--- config.mk ---
export PLATFORM = sky130hd
export DESIGN_NAME = ra_stack
export DESIGN_NICKNAME = d
export VERILOG_FILES = /design/src/rtl/ra_stack.sv
export SDC_FILE = /design/constraint.sdc
export NUM_CORES = 1
export LEC_CHECK = 0
export CORE_MARGIN = 3
export CORE_UTILIZATION = 40
export DETAILED_ROUTE_END_ITERATION = 10
export PLACE_DENSITY = 0.67
export SETUP_SLACK_MARGIN = 0.1
export SLEW_MARGIN = 20
export SYNTH_ARGS = -nofsm -noshare
export SYNTH_HDL_FRONTEND = slang
export SYNTH_SLANG_ARGS = --single-unit
--- constraint.sdc ---
create_clock -name clk -period 4.9 [get_ports clk]
set_clock_uncertainty 0.1 [all_clocks]
set_input_delay 1.47 -clock clk [delete_from_list [all_inputs] [get_ports clk]]
set_output_delay 1.47 -clock clk [all_outputs]
set_load 0.02 [all_outputs]
--- src/rtl/ra_stack.sv ---
// Return-address stack for the instruction-fetch stage.
// Calls push the current fetch pointer; returns read the top entry
// combinationally and pop it on the same clock edge. Overflow wraps
// circularly and silently overwrites the oldest entry.
module ra_stack #(
  parameter int AW    = 14,
  parameter int DEPTH = 16
) (
  input  logic          clk,
  input  logic          rst,
  input  logic          stall,
  input  logic [AW-1:0] npc,
  input  logic          push,
  input  logic          pop,
  output logic [AW-1:0] ra,
  output logic          empty,
  output logic          full
);

  // Pointer width indexes the circular array; the count needs one more bit
  // so that it can hold the value DEPTH itself.
  localparam int PW = $clog2(DEPTH);
  localparam int CW = PW + 1;

  logic [AW-1:0] mem_q [DEPTH];
  logic [AW-1:0] mem_d [DEPTH];
  logic [PW-1:0] sp_q;
  logic [PW-1:0] sp_d;
  logic [CW-1:0] cnt_q;
  logic [CW-1:0] cnt_d;

  logic [PW-1:0] top_s;
  logic          empty_s;
  logic          full_s;

  // Top index and occupancy flags, all derived from registered state only.
  always_comb begin
    top_s   = sp_q - PW'(1);
    empty_s = (cnt_q == CW'(0));
    full_s  = (cnt_q == CW'(DEPTH));
  end

  // Next-state computation for the entry array, pointer and count.
  always_comb begin
    mem_d = mem_q;
    sp_d  = sp_q;
    cnt_d = cnt_q;
    if (stall) begin
      mem_d = mem_q;
      sp_d  = sp_q;
      cnt_d = cnt_q;
    end else begin
      case ({push, pop})
        2'b10: begin
          // Push: a full stack keeps its count while the oldest slot is reused.
          mem_d[sp_q] = npc;
          sp_d        = sp_q + PW'(1);
          if (full_s) begin
            cnt_d = cnt_q;
          end else begin
            cnt_d = cnt_q + CW'(1);
          end
        end
        2'b01: begin
          // Pop: ignored on an empty stack; the popped slot keeps its value.
          if (empty_s) begin
            sp_d  = sp_q;
            cnt_d = cnt_q;
          end else begin
            sp_d  = sp_q - PW'(1);
            cnt_d = cnt_q - CW'(1);
          end
        end
        2'b11: begin
          // Push and pop together replace the top entry; on an empty stack
          // there is no top, so it degenerates into a plain push.
          if (empty_s) begin
            mem_d[sp_q] = npc;
            sp_d        = sp_q + PW'(1);
            cnt_d       = cnt_q + CW'(1);
          end else begin
            mem_d[top_s] = npc;
            sp_d         = sp_q;
            cnt_d        = cnt_q;
          end
        end
        default: begin
          sp_d  = sp_q;
          cnt_d = cnt_q;
        end
      endcase
    end
  end

  // State registers with synchronous reset that overrides every other input.
  always_ff @(posedge clk) begin
    if (rst) begin
      sp_q  <= '0;
      cnt_q <= '0;
      for (int i = 0; i < DEPTH; i++) begin
        mem_q[i] <= '0;
      end
    end else begin
      sp_q  <= sp_d;
      cnt_q <= cnt_d;
      for (int i = 0; i < DEPTH; i++) begin
        mem_q[i] <= mem_d[i];
      end
    end
  end

  // Output drive: top entry when the stack holds anything, zero otherwise.
  always_comb begin
    if (empty_s) begin
      ra = '0;
    end else begin
      ra = mem_q[top_s];
    end
    empty = empty_s;
    full  = full_s;
  end

endmodule

==> results by group <==
Outcome
  • Status: finished clean

Cells and area
  • Nets: 820
  • Seq. cell area: 0.00467 sq mm
  • Ratio of cells with drive above 1 in the final layout: 23.1%
  • Area of the multi-input gates: 0.00535 sq mm
  • Antenna diodes: 0
  • Final Instance Area: 0.0118 sq mm
  • Filler cell count: 2239
  • Area Growth Syn to Fin: 12.6%

Setup path
  • CP endpoint kind: output port
  • Crit path launch type: flop
  • Critical path peak fanout: 29
  • Worst Path Required: 3.33 ns
  • WS Path Type: reg2out
  • Arrival @ worst endpoint: 3.24 ns

GRT
  • GRT Total Usage: 19.2%
  • Grt peak-use layer: met2
  • Vias in the first global route: 7320
  • Pin count of the biggest net entering global routing: 32
  • Met2 Usage GRT: 29.8%
  • Grt total ovfl: 0
  • M3 GR Usage: 3.19%
  • First-pass GRT wire length: 43.2 mm
  • Initial antenna violation count: 0
  • Global-route track usage on met1: 27.9%

Clock tree
  • Clock-pin slew on the worst setup and hold paths: 0.06 ns
  • CTS H-tree depth: 1
  • CTS tree: done
  • Skew-Pair Late Insertion Delay: 0.53 ns
  • Clk buf depth: 3
  • Root Driver: clkbuf_16
  • CTS buffer count: 24
  • Clock Sinks: 233

Floorplan
  • Boundary pin count: 35
  • Row count: 58
  • Core area: 0.0255 sq mm
  • Die Ht: 168 um
  • Die ar.: 0.0281 sq mm
  • Initial Util: 41.1%
  • Die width: 168 um

STA
  • Final min period: 4.81 ns
  • Fmax: 0.208 GHz
  • WHS: 0.375 ns
  • Rel. slew slack: 39.9%
  • Fin crit share: 98.1%
  • RSZ-0062 raised after global routing: yes
  • TNS Setup: 0 ns
  • Slew at the pin with the worst max-slew slack: 0.901 ns
  • Final Hold Viols: 0
  • Setup-failing EPs final: 0
  • Slew Limit Fails: 0

Pwr
  • Cell internal pwr: 3.41 mW
  • Power share of the clock group: 36.1%
  • Pwr per Cell Area: 419 mW/mm^2
  • Comb power frac: 24.1%
  • Net Switching: 1.53 mW
  • Static Leak: 4.30 nW
  • Seq pwr share: 39.9%
  • Pwr Total: 4.94 mW
  • Worst vdd ir: 371 uV
  • Net Sw Frac: 30.9%

Placed design
  • Post-place instance area: 0.0109 sq mm
  • HPWL Detailed: 17.3 mm
  • Port bufs: 34
  • Routability Congestion: 0.806

Yosys
  • Synthesized area: 0.0105 sq mm
  • Sequential fraction of the synthesis area: 44.6%
  • Syn. warnings: 0
  • Synth Net Count: 822
  • Post-synthesis average cell area: 13.2 sq um
  • Synthesized flop and latch total: 233
  • Cell variety after synth: 52
  • Post-Syn Instances: 794

Drt
  • Remaining DRCs: 0
  • Vias post-DR: 7122
  • Post-route ant nets: 0
  • Total Wirelength: 27.5 mm
  • WL/cell: 24.2 um
  • Total iterations of the first detailed-routing run: 5
  • Vias per cell: 6.27
  • 1st-iter DRT viols: 599

Job
  • Max cap viols: 0

Min path
  • Hold Path Class: reg2reg
[flip-flops by register name, indices dropped and copies added, names as in the netlist]
| name | cells |
|---|---|
| mem_q | 224 |
| cnt_q | 5 |
| sp_q | 4 |
[final timing paths]
| path | slack, ns | to | from | depth (start not counted) |
|---|---|---|---|---|
| min reg2reg | 0.37 | mem_q[156] | mem_q[156] | 1 |
| max reg2reg | 2.13 | mem_q[36] | sp_q[0] | 5 |
| max | 0.09 | ra[6] | sp_q[1] | 7 |
| min | 0.37 | mem_q[156] | mem_q[156] | 1 |
[kinds of logic (layout without fill, tap and decap cells)]
logic type,after synthesis,in the layout,synth area share (%)
AO/OA/AOI/OAI,300,300,29.9
flip-flops,233,233,44.6
buffers and inverters,92,104,4.94
AND/OR/NAND/NOR,81,81,5.04
multiplexers,70,70,13.6
adder cells (fa/ha/maj),9,9,1.15
XOR/XNOR,9,9,0.754
[synth_stat cells (all sizes together)]
cell	count	area (sq um)
o211ai	1	7.51
and3	4	45.0
nor3b	2	15.0
or4	2	15.0
a21bo	2	20.0
mux2i	12	120
nand3	4	62.6
a21o	3	23.8
nand2	16	62.6
ha	8	100
a22o	224	1960
fa	1	20.0
o21a	1	8.76
nand4	1	6.26
a22oi	1	7.51
a221oi	16	387
a211oi	15	113
a21oi	6	52.6
clkbuf	23	86.3
inv	6	22.5
xnor2	7	61.3
nor2	22	110
buf	63	408
nor3	6	41.3
nand2b	3	18.8
and2	6	37.5
or2	4	25.0
o22ai	12	75.1
o32a	1	10.0
dfxtp	233	4660
o32ai	16	440
o21ai	2	21.3
nor2b	7	43.8
nand3b	1	7.51
nor4b	1	8.76
or3	1	6.26
mux4	58	1310
nor4	1	21.3
xor2	2	17.5
[critical path, stage by stage, from the launching register on]
cell and delay, ns:
dfxtp_2 0.42, inv_1 0.11, ha_2 0.40, buf_12 0.22, mux4_2 0.35, mux4_2 0.45
and2_1 0.18, clkdlybuf4s50_1 0.54
[routing by layer]
layer	routed length [um]	up-vias
met1	12600	3664
met5	0	-
met3	1650	48
li1	-	3174
met2	12600	236
met4	664	0
[cell usage in the layout, fill, tap and decap left out, types with 6 or more instances in the layout]
| cell type | Yosys | layout |
|---|---|---|
| nand2_1 | 15 | 15 |
| buf_4 | 24 | 20 |
| o22ai_1 | 12 | 12 |
| nor2b_1 | 7 | 7 |
| clkdlybuf4s50_1 | 0 | 21 |
| clkbuf_1 | 23 | 8 |
| and2_1 | 6 | 6 |
| a22o_1 | 224 | 224 |
| nor2_1 | 17 | 17 |
| mux4_2 | 58 | 58 |
| a221oi_4 | 13 | 13 |
| ha_1 | 8 | 7 |
| mux2i_1 | 12 | 12 |
| o32ai_4 | 16 | 16 |
| inv_1 | 6 | 6 |
| dfxtp_1 | 233 | 231 |
| xnor2_1 | 7 | 6 |
| clkbuf_16 | 0 | 24 |
| a211oi_1 | 15 | 11 |
| dlymetal6s2s_1 | 0 | 7 |
[power groups by stage]
stage          registers, mW  logic, mW  clock network (mW)
4_1_cts                 1.97       1.16                1.81
2_1_floorplan           2.00      0.831                   0
6_report                1.97       1.19                1.78
3_5_place_dp            2.01       1.14                   0
5_1_grt                 1.97       1.26                1.90
3_3_place_gp            2.01       1.13                   0
[metrics by stage]
step / setup slack, ns / std cells / util, %
finish: 0.0908 / 1136 / 46.2
global placement: 0.460 / 1094 / 42.9
floorplan: 0.264 / 794 / -
detailed placement: 0.339 / 1094 / 42.9
CTS: 0.108 / 1136 / 46.0
global route: 0.0391 / 1136 / 46.2
[final cells by class]
class                           instances  share of cell area [%]
Timing Repair Buffer                   58                    4.75
Sequential cell                       233                    39.6
Multi-Input combinational cell        469                    45.4
Clock buffer                           37                    5.94
Tap cell                              330                    3.51
Inverter                                6                   0.191
Clock inverter                          3                   0.552
[repair_timing]
| item | CTS | global route |
|---|---|---|
| setup buffers | 2 | 0 |
| hold buffers | 0 | 0 |
| hold endpoints to repair | 0 | 0 |
| pin swaps | 2 | 0 |
| endpoints found under the setup margin | 13 | 13 |
| resized for setup | 11 | 17 |
Power figures use the tool's default switching activity.
